`config.mk`:
```
export PLATFORM = sky130hd
export DESIGN_NAME = demux_1to8_reg
export DESIGN_NICKNAME = d
export VERILOG_FILES = /design/src/rtl/demux_1to8_reg.sv
export SDC_FILE = /design/constraint.sdc
export NUM_CORES = 1
export LEC_CHECK = 0
export CAP_MARGIN = 0
export CORE_AREA = 10 10 119 121
export DETAILED_ROUTE_END_ITERATION = 12
export DIE_AREA = 0 0 129 131
export DONT_BUFFER_PORTS = 1
export PLACE_DENSITY = 0.67
export SLEW_MARGIN = 30
export SYNTH_ARGS = -nofsm -noshare
export SYNTH_HDL_FRONTEND = slang
export SYNTH_SLANG_ARGS = --single-unit
```
`constraint.sdc`:
```
create_clock -name clk -period 3.7 [get_ports clk]
set_input_delay 1.11 -clock clk [delete_from_list [all_inputs] [get_ports clk]]
set_output_delay 1.11 -clock clk [all_outputs]
set_load 0.05 [all_outputs]
```
`src/rtl/demux_1to8_reg.sv`:
```
// demux_1to8_reg: registered 1-to-8 demultiplexer with valid/ready handshakes.
// One word plus its destination is held in a single output register and shown
// on exactly one channel until that channel accepts. While the held word drains,
// a new word can load in the same cycle, so the block sustains one word per cycle.
// Optional build macro DEMUX_AUTO_SEL_EN: destinations come from an internal
// round-robin pointer instead of in_sel.
module demux_1to8_reg #(
    parameter int WIDTH = 32
) (
    input  logic             clk,
    input  logic             rst,
    input  logic [WIDTH-1:0] in_data,
    input  logic [2:0]       in_sel,
    input  logic             in_valid,
    output logic             in_ready,
    output logic [WIDTH-1:0] y0,
    output logic [WIDTH-1:0] y1,
    output logic [WIDTH-1:0] y2,
    output logic [WIDTH-1:0] y3,
    output logic [WIDTH-1:0] y4,
    output logic [WIDTH-1:0] y5,
    output logic [WIDTH-1:0] y6,
    output logic [WIDTH-1:0] y7,
    output logic [7:0]       out_valid,
    input  logic [7:0]       out_ready,
    output logic [15:0]      cnt_accepted
);

    logic [WIDTH-1:0] hold_data_q;
    logic [WIDTH-1:0] hold_data_d;
    logic [2:0]       hold_sel_q;
    logic [2:0]       hold_sel_d;
    logic             full_q;
    logic             full_d;
    logic [15:0]      cnt_q;
    logic [15:0]      cnt_d;
    logic [2:0]       load_sel_s;
    logic             accept_s;
    logic             xfer_s;
    logic             dst_ready_s;
    logic [WIDTH-1:0] y_s [8];

`ifdef DEMUX_AUTO_SEL_EN
    logic [2:0] rr_ptr_q;
    logic [2:0] rr_ptr_d;

    // Advance the round-robin pointer once per accepted word, wrapping 7 -> 0.
    always_comb begin
        rr_ptr_d = rr_ptr_q;
        if (accept_s) begin
            rr_ptr_d = rr_ptr_q + 3'd1;
        end else begin
            rr_ptr_d = rr_ptr_q;
        end
    end

    // Round-robin pointer register.
    always_ff @(posedge clk) begin
        if (rst) begin
            rr_ptr_q <= 3'd0;
        end else begin
            rr_ptr_q <= rr_ptr_d;
        end
    end

    // The pre-increment pointer value is the destination of the word being loaded.
    assign load_sel_s = rr_ptr_q;
`else
    assign load_sel_s = in_sel;
`endif

    // Handshake decode: only the selected channel's ready can drain the register.
    always_comb begin
        dst_ready_s = out_ready[hold_sel_q];
        xfer_s      = full_q & dst_ready_s;
        in_ready    = ~full_q | dst_ready_s;
        accept_s    = in_valid & in_ready;
    end

    // Next-state for the holding register and delivery counter.
    always_comb begin
        hold_data_d = hold_data_q;
        hold_sel_d  = hold_sel_q;
        full_d      = full_q;
        cnt_d       = cnt_q;
        if (accept_s) begin
            hold_data_d = in_data;
            hold_sel_d  = load_sel_s;
            full_d      = 1'b1;
        end else if (xfer_s) begin
            full_d = 1'b0;
        end else begin
            full_d = full_q;
        end
        if (xfer_s) begin
            cnt_d = cnt_q + 16'd1;
        end else begin
            cnt_d = cnt_q;
        end
    end

    // State registers; reset discards any held word and clears the counter.
    always_ff @(posedge clk) begin
        if (rst) begin
            hold_data_q <= {WIDTH{1'b0}};
            hold_sel_q  <= 3'd0;
            full_q      <= 1'b0;
            cnt_q       <= 16'd0;
        end else begin
            hold_data_q <= hold_data_d;
            hold_sel_q  <= hold_sel_d;
            full_q      <= full_d;
            cnt_q       <= cnt_d;
        end
    end

    // Output decode from registers only: the held word appears on one channel.
    always_comb begin
        for (int k = 0; k < 8; k++) begin
            if (full_q && (hold_sel_q == k[2:0])) begin
                y_s[k] = hold_data_q;
            end else begin
                y_s[k] = {WIDTH{1'b0}};
            end
        end
        if (full_q) begin
            out_valid = 8'd1 << hold_sel_q;
        end else begin
            out_valid = 8'd0;
        end
    end

    assign y0           = y_s[0];
    assign y1           = y_s[1];
    assign y2           = y_s[2];
    assign y3           = y_s[3];
    assign y4           = y_s[4];
    assign y5           = y_s[5];
    assign y6           = y_s[6];
    assign y7           = y_s[7];
    assign cnt_accepted = cnt_q;

endmodule

```
**Yosys cells after proc, flatten, opt, wreduce, memory -nomap -nowiden**

Index checks and enable logic that the tools add are counted.

- Bits in registers: 52
- Bits of input ports: 46
- Output and inout bits: 281
- Word-level logic and storage cells: 41

- Add/sub/neg operators: 1
- Order comparisons: 1
- Eq/ne operators: 7
- Shift-type cells: 1
- Mux-type cells: 13
- Bitwise gates (word level): 4
- Reduce and logical (&&, ||, !) cells: 10

Operator list:

| kind | count |
|---|---|
| two-way mux 32 bit | 8 |
| adder 16 x 1 -> 16 bit (second input constant) | 1 |
| == test 3 bit (second input constant) | 4 |
| logical AND 1 bit | 8 |
| two-way mux 8 bit | 1 |
| left shift 1 x 3 -> 8 bit (first input constant) | 1 |
| == test 3 x 2 -> 1 bit (second input constant) | 2 |
| less-than comparator 3 x 4 -> 1 bit (second input constant) | 1 |
| binary-select mux 1 bit (select 3 bit) | 1 |
| == test 3 x 1 -> 1 bit (second input constant) | 1 |
| zero test 3 bit | 1 |
| two-way mux 1 bit | 3 |
| AND 1 bit | 2 |
| nonzero test 2 bit | 1 |
| NOT 1 bit | 1 |
| bitwise OR 1 bit | 1 |

**Depth between registers and ports, before layout**

Gate-level depths: netlist (run 1).

- Depth in word-level cells: 5
- Mapped depth: 7

**Worst setup path before layout (run 1)**

Ideal clock, no wire load.

- Kind: input -> output
- From: input port out_ready[7]
- To: output port in_ready
- Arrival: 2.903 ns
- Data required time: 2.590 ns
- Path slack: -0.313 ns
- Stages on the path: 5
- Path buffers: 2
- Cell sequence: mux2_2 > a2bb2o_4 > buf_6 > buf_2 > o21ai_0

- Cells in the longest elaborated chain, start to end: 3

RTL lines:

| item | line | RTL |
|---|---|---|
| from (decl) | 25 | `input logic [7:0] out_ready,` |
| binary-select mux 1 bit (select 3 bit) | 74 | `dst_ready_s = out_ready[hold_sel_q];` |
| two-way mux 1 bit (implied by the code) | 74 |  |
| bitwise OR 1 bit | 76 | `in_ready = ~full_q \| dst_ready_s;` |
| to (decl) | 15 | `output logic in_ready,` |

No other way between the ends. The select of a mux whose other input is x is not followed.

**Worst setup path after layout (run 1)**

- From: register hold_sel_q[1]
- To: output port y6[22]

- Cells in the longest elaborated chain, start to end: 3

RTL lines:

| item | line | RTL |
|---|---|---|
| from (decl) | 31 | `logic [2:0] hold_sel_q;` |
| from (signal assigned) | 111 | `hold_sel_q <= hold_sel_d;` |
| == test 3 bit | 120 | `if (full_q && (hold_sel_q == k[2:0])) begin` |
| logical AND 1 bit | 120 |  |
| two-way mux 32 bit | 120 |  |
| to (decl) | 22 | `output logic [WIDTH-1:0] y6,` |

No other way between the ends.

==> metrics.md, run 1 <==
| Metric | Value |
|---|---|
| Clk sinks | 52 |
| Area growth, synth to finish | 102% |
| Pins Over Slew Limit | 0 |
| Vias per cell | 6.37 |
| Flop2flop setup slack | 1.00 ns |
| Final ANT Viol Nets | 0 |
| Final min period | 3.49 ns |
| F_max | 0.286 GHz |
| Die ar. | 0.0169 mm^2 |
| Clock-pin slew on the worst setup and hold paths | 0.07 ns |
| Gate power share | 35.3% |
| Commonest non-fill, non-tap cell in the layout | and2_1 |
| Initial core utilization | 42.1% |
| DRT iter0 DRCs | 769 |
| Syn nets | 748 |
| Most frequent cells in the layout | and2_1 (256), buf_12 (237), nand2_1 (77), dfxtp_1 (51), or4_1 (39) |
| Pint | 1130 uW |
| IO Count | 327 |
| Relative slew slack | 39.3% |
| IR Drop Worst-Case VDD | 0.235 mV |
| All-layer global routing usage | 33.7% |
| Clk Latency, worst-skew pair | 0.28 ns |
| Avg Cell Area, Syn | 7.09 um^2 |
| Crit path arrival time | 2.38 ns |
| CTS resizes | 0 |
| Die X | 129 um |
| Final setup vio count | 0 |
| Final Cycle Share | 94.4% |
| Cts bufs inserted | 5 |
| Finished Cell Area | 0.0100 mm^2 |
| Status | finished clean |
| YS warnings | 0 |
| Sequential share of the synthesized area | 20.9% |
| Wire per inst | 28.9 um |
| RSZ-0062 raised after global routing | no |
| First-pass GRT wire length | 43.9 mm |
| H-tree levels | 2 |
| PortBufs | 0 |
| Share of power burned in registers | 40.2% |
| Yosys cell types | 34 |
| Setup TNS Final | 0 ns |
| Switching Fraction | 40.4% |
| Clock buffer depth | 2 |
| Vias | 6678 |
| Skew final | 0.00579 ns |
| Synth Cell Area | 0.00497 mm^2 |
| Hold_buf cts | 0 |
| Clk pwr share | 24.5% |
| Required @ worst endpoint | 2.59 ns |
| Synth Instances | 701 |
| Detailed placer's ending HPWL | 23.5 mm |
| CP Launch Type | flop |
| Final Hold Vio Count | 0 |
| Initial antenna violation count | 0 |
| RePlAce Congestion | 0.929 |
| Share of cells above drive strength 1 | 33.7% |
| Setup WS post-layout | 0.206 ns |
| Placement Setup Slack | 0.532 ns |
| Worst slew pin tran | 0.909 ns |
| Placed cell areas | 0.00990 mm^2 |
| Max Cap Viol | 0 |
| Vias in the first global route | 6403 |
| Nets | 947 |
| #FFs+latches synth | 52 |
| Antenna Cells | 0 |
| Leak | 0.00382 uW |
| DRC Markers | 0 |
| Maximum net fanout on the critical path | 33 |
| P_sw | 765 uW |
| PD cells | 189 mW/mm^2 |
| Pre-antenna DRT Iters | 6 |
| Die H | 131 um |
| Crit. End Element | output port |
| HP Class | reg -> reg |
| Final wirelength | 30.3 mm |
| Largest net degree at the start of global routing | 136 |
| Total grt overflow | 0 |
| Rows | 40 |
| CTS root buffer | clkbuf_16 |
| CTS tree | done |
| Total core area | 0.0118 mm^2 |
| Post-CTS Setup Inserts | 0 |
| Worst Setup Path Type | reg -> out |
[cell type report]
type                            count  area, um^2
Fill cell                         499        1760
Tap cell                          147         184
Multi-Input combinational cell    571        3690
Clock buffer                        7         143
Clock inverter                      1        7.51
Timing Repair Buffer              268        4980
Sequential cell                    52        1040
Inverter                            2        7.51
[per-stage QoR]
| stage | hold WS, ns | util, % | std cells | power [uW] |
|---|---|---|---|---|
| 6_report | 0.633 | 85.1 | 1048 | 1900 |
| 5_1_grt | 0.660 | 85.1 | 1048 | 1960 |
| 4_1_cts | 0.624 | 85.1 | 1048 | 1890 |
| 3_5_place_dp | 0.616 | 83.8 | 1040 | 1430 |
| 3_3_place_gp | 0.576 | 83.7 | 1040 | 1370 |
| 2_1_floorplan | 0.527 | - | 701 | 1150 |
[routing by layer]
metal	GRT usage, %	part of all wire [%]	vias up
met4	14.4	5.0	0
met5	0	0	-
met1	34.8	32	3199
li1	-	-	2808
met2	60.6	51	536
met3	12.1	12	135
[Yosys cell counts]
cell type,number,area share (%)
and2_1,256,32
nand2_1,77,5.8
clkbuf_1,64,4.8
dfxtp_1,52,21
or4_1,39,5.9
a31oi_1,35,4.4
nor3b_1,35,5.3
o311ai_0,32,5.6
nor2_1,20,1.5
mux2_2,14,3.2
nor2b_1,11,1.4
nor4_1,8,1.0
nand3_1,7,0.70
nand2b_1,6,0.76
a21oi_1,5,0.50
nor3_1,5,0.50
o31ai_1,4,0.60
and4_1,3,0.53
buf_2,3,0.30
buf_6,3,0.68
clkbuf_2,3,0.30
nand4_1,3,0.38
o311ai_1,3,0.53
buf_4,2,0.30
mux2i_1,2,0.40
a2bb2o_4,1,0.40
and3_1,1,0.13
buf_1,1,0.075
ha_1,1,0.25
inv_1,1,0.075
inv_2,1,0.075
o21ai_0,1,0.10
o22ai_1,1,0.13
or2b_1,1,0.15
[worst max-delay path: stages, from the launching register on]
cell and delay (ns):
dfxtp_1 0.58, or2b_1 0.35, nor2_4 0.63, and2_1 0.33, buf_12 0.18
[sequential cells by signal, indices dropped and copies added (netlist names)]
signal        flops
hold_data_q      32
hold_sel_q        3
cnt_accepted     16
full_q            1
[final timing paths]
| kind | cells past startpoint | endpoint | start |
|---|---|---|---|
| max | 4 | y6[22] | hold_sel_q[1] |
| min | 2 | hold_data_q[0] | hold_data_q[0] |
| max reg2reg | 5 | hold_data_q[18] | hold_sel_q[1] |
| min reg2reg | 2 | hold_data_q[0] | hold_data_q[0] |
[power by group through the flow]
stage          registers, uW  clock network (uW)  logic (uW)
6_report                 763                 464         669
5_1_grt                  774                 489         700
2_1_floorplan            698                   0         450
4_1_cts                  757                 469         660
3_5_place_dp             770                   0         656
3_3_place_gp             747                   0         620
[cells by family after synthesis]
kind of cell	count (synthesis)	synth area share (%)
AOI/OAI and AO/OA	82	12.3
adders and majority gates	1	0.252
DFF	52	20.9
buffers and inverters	78	6.65
muxes	16	3.58
and+or+nand+nor	472	56.3
Power figures use the tool's default switching activity.
==> inputs of run 2 (changes only) <==
==> constraint.sdc (replaced) <==
create_clock -name clk -period 3.7 [get_ports clk]
set_input_delay 1.11 -clock clk [delete_from_list [all_inputs] [get_ports clk]]
set_output_delay 1.11 -clock clk [all_outputs]
set_load 0.005 [all_outputs]
==> run 2 against run 1 <==
  * Core utilization decreased by 42 points
  * Critical path depth unchanged
  * Final area shrank 49%
  * Clock power fell by 2%
  * First-iteration DRC count fell by 60%
  * Non-clock buffer count decreased by 256
  * Cell count is 25% lower
  * Via count down 26%
  * Die area unchanged
  * Sequential power is 3.7% lower
  * Worst setup slack improved by 0.31 ns
  * Critical endpoint is now y6[12]
  * Clock skew grew 0.0018 ns
==> metrics.md, run 2 (synthesis gave the netlist of run 1 again) <==
| Metric | Value |
|---|---|
| Crit path arrival time | 2.07 ns (was 2.38 ns) |
| PD cells | 302 mW/mm^2 (was 189 mW/mm^2) |
| Reg with most FFs | hold_data_q (unchanged) |
| CP Buf/Inv Count | 1 (unchanged) |
| Largest net degree at the start of global routing | 136 (unchanged) |
| Die ar. | 0.0169 mm^2 (unchanged) |
| Pwr Total | 1540 uW (was 1900 uW) |
| Relative slew slack | 41.1% (was 39.3%) |
| Final wirelength | 19.4 mm (was 30.3 mm) |
| Initial core utilization | 42.1% (unchanged) |
| Slowest-stage cell, CP | dfxtp_1 (was nor2_4) |
| Commonest non-fill, non-tap cell in the layout | and2_1 (unchanged) |
| Required @ worst endpoint | 2.59 ns (about the same) |
| IR Drop Worst-Case VDD | 0.210 mV (was 0.235 mV) |
| CP Cell Sequence | or2b_1 > nor2_2 > buf_4 > and2_1 (was or2b_1 > nor2_4 > and2_1 > buf_12) |
| Final ANT Viol Nets | 0 (unchanged) |
| Worst Setup Path Type | reg -> out (unchanged) |
| Post-CTS Setup Inserts | 0 (unchanged) |
| CTS tree | done (unchanged) |
| Clk Latency, worst-skew pair | 0.29 ns (was 0.28 ns) |
| Leak | 0.00178 uW (was 0.00382 uW) |
| Nets | 691 (was 947) |
| CP delay by family, top | simple AND/OR/NAND/NOR gates (unchanged) |
| Maximum net fanout on the critical path | 22 (was 33) |
| Vias in the first global route | 4628 (was 6403) |
| F_max | 0.314 GHz (was 0.286 GHz) |
| Vias per cell | 6.28 (was 6.37) |
| Total grt overflow | 0 (unchanged) |
| Pre-antenna DRT Iters | 5 (was 6) |
| Setup WS post-layout | 0.518 ns (was 0.206 ns) |
| Worst slew pin tran | 0.881 ns (was 0.909 ns) |
| H-tree levels | 2 (unchanged) |
| Final Hold Vio Count | 0 (unchanged) |
| Rows | 40 (unchanged) |
| Hold_buf cts | 0 (unchanged) |
| All-layer global routing usage | 20.2% (was 33.7%) |
| # placed instances | 784 (was 1040) |
| Detailed placer's ending HPWL | 14.1 mm (was 23.5 mm) |
| CTS root buffer | clkbuf_16 (unchanged) |
| HP Class | reg -> reg (unchanged) |
| DRT iter0 DRCs | 311 (was 769) |
| Final setup vio count | 0 (unchanged) |
| Wire per inst | 24.5 um (was 28.9 um) |
| Skew final | 0.00764 ns (was 0.00579 ns) |
| Fillers | 1219 (was 499) |
| DRC Markers | 0 (unchanged) |
| RSZ-0062 raised after global routing | no (unchanged) |
| Crit. End Element | output port (unchanged) |
| CP Launch Type | flop (unchanged) |
| CTS resizes | 0 (unchanged) |
| Status | finished clean (unchanged) |
| Most frequent cells in the layout | and2_1 (256), nand2_1 (77), dfxtp_1 (51), or4_1 (39) (was and2_1 (256), buf_12 (237), nand2_1 (77), dfxtp_1 (51), or4_1 (39)) |
| IO Count | 327 (unchanged) |
| Vias | 4966 (was 6678) |
| Placement Setup Slack | 0.524 ns (was 0.532 ns) |
| Final Cycle Share | 86.0% (was 94.4%) |
| Die H | 131 um (unchanged) |
| Share of cells above drive strength 1 | 7.14% (was 33.7%) |
| Final min period | 3.18 ns (was 3.49 ns) |
| RePlAce Congestion | 0.760 (was 0.929) |
| First-pass GRT wire length | 27.9 mm (was 43.9 mm) |
| Pins Over Slew Limit | 0 (unchanged) |
| Number of flip-flops in the largest register | 32 (unchanged) |
| Initial antenna violation count | 0 (unchanged) |
| Clk sinks | 52 (unchanged) |
| Non-Filler Instances | 791 (was 1048) |
| Max Cap Viol | 0 (unchanged) |
| Area growth, synth to finish | 2.72% (was 102%) |
| Worst stage delay on the critical path | 0.57 ns (was 0.63 ns) |
| Clock-pin slew on the worst setup and hold paths | 0.07 ns (about the same) |
| Die X | 129 um (unchanged) |
| Antenna Cells | 0 (unchanged) |
| Finished Core Util | 43.2% (was 85.1%) |
| PortBufs | 0 (unchanged) |
| Total core area | 0.0118 mm^2 (unchanged) |
| Cts bufs inserted | 5 (unchanged) |
| Setup TNS Final | 0 ns (unchanged) |
| Clock buffer depth | 2 (unchanged) |
## run 2: through the flow
| step | instance area [um^2] | hold WS [ns] |
|---|---|---|
| CTS | 5100 | 0.545 |
| finish | 5100 | 0.537 |
| global placement | 4970 | 0.517 |
| detailed placement | 4970 | 0.534 |
| global route | 5100 | 0.585 |
| floorplan | 4970 | 0.489 |
## run 2: worst paths after layout
path / from / to / slack [ns] / cells after the start
min reg2reg: cnt_accepted[5] / cnt_accepted[5] / 0.54 / 2
max reg2reg: hold_sel_q[1] / hold_data_q[17] / 1.02 / 6
max: hold_sel_q[1] / y6[12] / 0.52 / 4
min: cnt_accepted[5] / cnt_accepted[5] / 0.54 / 2
## run 2: layout make-up
type	count	area, um^2	area share [%]
well taps	147	184	3.60
multi-input cells	571	3650	71.4
clock inverters	1	5.00	0.0980
flip-flops and latches	52	1040	20.4
inverters	2	7.51	0.147
clock buffers	6	129	2.52
repair buffers	12	90.1	1.76
## run 2: worst min-delay path, stage by stage (launching register included)
cell     delay, ns
dfxtp_1       0.36
o31ai_1       0.08
a21oi_1       0.06
## run 2: routing by layer
metal  vias up  share of wire (%)  track usage [%]
met2       254                 51             35.2
met5         -                  0                0
met4         0                1.5             4.95
met3        22                 10             7.33
met1      2390                 37             22.9
li1       2300                  -                -
## run 2: where the power goes
part           total, uW  leakage (uW)  internal, uW  switching (uW)
Combinational        353       0.00128           128             225
Sequential           735      0.000428           616             119
Clock                455     0.0000667           247             208
Total               1540       0.00178           990             552
==> inputs of run 3 (changes only) <==
==> constraint.sdc (replaced) <==
create_clock -name clk -period 3.6 [get_ports clk]
set_input_delay 1.08 -clock clk [delete_from_list [all_inputs] [get_ports clk]]
set_output_delay 1.08 -clock clk [all_outputs]
set_load 0.005 [all_outputs]
==> run 3 against run 2 <==
  * Clock skew hardly changed
  * Register-to-register slack improved by 0.31 ns
  * Worst hold slack better by 0.0094 ns
  * Global-route usage is 0.29 points higher
  * Clock power up 12%
  * Total power grew 5.7%
  * Largest power group unchanged
  * Largest cell class unchanged
  * Critical endpoint is now y0[11]
==> metrics.md, run 3 (synthesis gave the netlist of run 1 again) <==
| Metric | Value |
|---|---|
| Crit. path cell count | 5 (was 4) |
| All-layer global routing usage | 20.4% (was 20.2%) |
| Worst slew pin tran | 0.932 ns (was 0.881 ns) |
| # placed instances | 783 (was 784) |
| Most frequent cells in the layout | and2_1 (256), nand2_1 (77), dfxtp_1 (51), or4_1 (39) (unchanged) |
| CTS resizes | 0 (unchanged) |
| Leak | 0.00178 uW (about the same) |
| Final ANT Viol Nets | 0 (unchanged) |
| Maximum net fanout on the critical path | 43 (was 22) |
| Final Cycle Share | 86.6% |
| Final min period | 3.12 ns |
| Max Cap Viol | 0 (unchanged) |
| Most repeated library cell on the critical path | buf_4 |
| Final wirelength | 19.5 mm (was 19.4 mm) |
| RePlAce Congestion | 0.763 (was 0.760) |
| Path depth of the worst reg2reg path | 5 (was 6) |
| Skew final | 0.00743 ns (was 0.00764 ns) |
| Setup TNS Final | 0 ns (unchanged) |
| Final Hold Vio Count | 0 (unchanged) |
| IO Count | 327 (unchanged) |
| Rows | 40 (unchanged) |
| Vias per cell | 6.39 (was 6.28) |
| RSZ-0062 raised after global routing | no (unchanged) |
| Hold depth | 2 (unchanged) |
| Detailed placer's ending HPWL | 13.8 mm (was 14.1 mm) |
| H-tree levels | 2 (unchanged) |
| CTS tree | done (unchanged) |
| Share of cells above drive strength 1 | 7.15% (was 7.14%) |
| Commonest non-fill, non-tap cell in the layout | and2_1 (unchanged) |
| PD cells | 318 mW/mm^2 (was 302 mW/mm^2) |
| Pre-antenna DRT Iters | 5 (unchanged) |
| CTS root buffer | clkbuf_16 (unchanged) |
| Wire per inst | 24.7 um (was 24.5 um) |
| Crit path arrival time | 2.04 ns (was 2.07 ns) |
| F_max | 0.321 GHz |
| CP Launch Type | flop (unchanged) |
| Hold path start | cnt_accepted[5] (unchanged) |
| Worst Hold End | cnt_accepted[5] (unchanged) |
| DRC Markers | 0 (unchanged) |
| Nets | 690 (was 691) |
| Worst stage delay on the critical path | 0.42 ns (was 0.57 ns) |
| CP delay by family, top | buffers and inverters (was simple AND/OR/NAND/NOR gates) |
| Antenna Cells | 0 (unchanged) |
| Clock buffer depth | 2 (unchanged) |
| Clk sinks | 52 (unchanged) |
| Area growth, synth to finish | 3.05% (was 2.72%) |
| Initial antenna violation count | 0 (unchanged) |
| Largest net degree at the start of global routing | 136 (unchanged) |
| Initial core utilization | 42.1% (unchanged) |
| Die H | 131 um (unchanged) |
| CP Buf/Inv Count | 2 (was 1) |
| Vias | 5046 (was 4966) |
| Total grt overflow | 0 (unchanged) |
| DRT iter0 DRCs | 344 (was 311) |
| Finished Cell Area | 0.00512 mm^2 (was 0.00510 mm^2) |
| Die X | 129 um (unchanged) |
| Final setup vio count | 0 (unchanged) |
| Flop2flop setup slack | 1.33 ns (was 1.02 ns) |
| HP Class | reg -> reg (unchanged) |
| Hold_buf cts | 0 (unchanged) |
| Reg with most FFs | hold_data_q (unchanged) |
| Total core area | 0.0118 mm^2 (unchanged) |
| First-pass GRT wire length | 28.4 mm (was 27.9 mm) |
| Crit. End Element | output port (unchanged) |
| Worst Setup Path Type | reg -> out (unchanged) |
| Clk Latency, worst-skew pair | 0.29 ns (about the same) |
| RR Endpoint | cnt_accepted[0] (was hold_data_q[17]) |
| Placed cell areas | 0.00497 mm^2 (about the same) |
| Vias in the first global route | 4813 (was 4628) |
| CP Cell Sequence | buf_4 > nand2b_1 > nor3_2 > buf_4 > and2_1 (was or2b_1 > nor2_2 > buf_4 > and2_1) |
| Slowest-stage cell, CP | buf_4 (was dfxtp_1) |
| PortBufs | 0 (unchanged) |
| Fillers | 1198 (was 1219) |
| Relative slew slack | 37.7% (was 41.1%) |
| IR Drop Worst-Case VDD | 0.203 mV (was 0.210 mV) |
| Die ar. | 0.0169 mm^2 (unchanged) |
| Non-Filler Instances | 790 (was 791) |
| Status | finished clean (unchanged) |
| Clock-pin slew on the worst setup and hold paths | 0.06 ns (was 0.07 ns) |
| Post-CTS Setup Inserts | 0 (unchanged) |
| Number of flip-flops in the largest register | 32 (unchanged) |
| Pins Over Slew Limit | 0 (unchanged) |
| Cts bufs inserted | 5 (unchanged) |
| Required @ worst endpoint | 2.52 ns (was 2.59 ns) |
| R2r startpoint | hold_sel_q[1] (unchanged) |
==> run 3: layout make-up <==
cell class,count,area (um^2),share of cell area (%)
inverter,2,7.51,0.147
timing repair buffer,11,82.6,1.61
sequential,52,1040,20.4
multi-input combinational,571,3650,71.3
tap,147,184,3.59
clock buffer,7,153,2.98
==> run 3: worst max-delay path by stage <==
stage	from	end	slack (ns)
after CTS	full_q	y0[11]	0.48
final	full_q	y0[11]	0.48
after detailed placement	out_ready[7]	in_ready	0.55
after global placement	out_ready[7]	in_ready	0.56
after global routing	full_q	y0[14]	0.30
after floorplan	out_ready[7]	in_ready	0.55
==> run 3: report_power, final <==
part | leakage (uW) | switching, uW | total [uW] | internal, uW
clock | 0.0000760 | 219 | 511 | 293
combinational | 0.00128 | 236 | 364 | 128
sequential | 0.000428 | 122 | 755 | 633
total | 0.00178 | 576 | 1630 | 1050
==> run 3: metrics by stage <==
stage	total power, uW	setup WS, ns	util, %	hold WS, ns
6_report	1630	0.484	43.4	0.546
5_1_grt	1730	0.300	43.4	0.585
4_1_cts	1640	0.476	43.4	0.544
3_5_place_dp	1130	0.552	42.1	0.536
3_3_place_gp	1110	0.563	42.0	0.517
2_1_floorplan	1030	0.548	-	0.489
==> run 3: worst register-to-register path: stages (launching register included) <==
cell and delay (ns):
dfxtp_1 0.56, mux2_2 0.42, o22ai_4 0.22, buf_4 0.49, nor3_1 0.16, mux2_2 0.31
==> run 3: routing by layer <==
metal / wire [um] / share of wire, % / GRT usage (%) / vias up
met2: 9960 / 51 / 35.1 / 261
met1: 7200 / 37 / 23.2 / 2452
met4: 272 / 1.4 / 5.75 / 0
met5: 0 / 0 / 0 / -
met3: 2100 / 11 / 7.82 / 36
li1: - / - / - / 2297
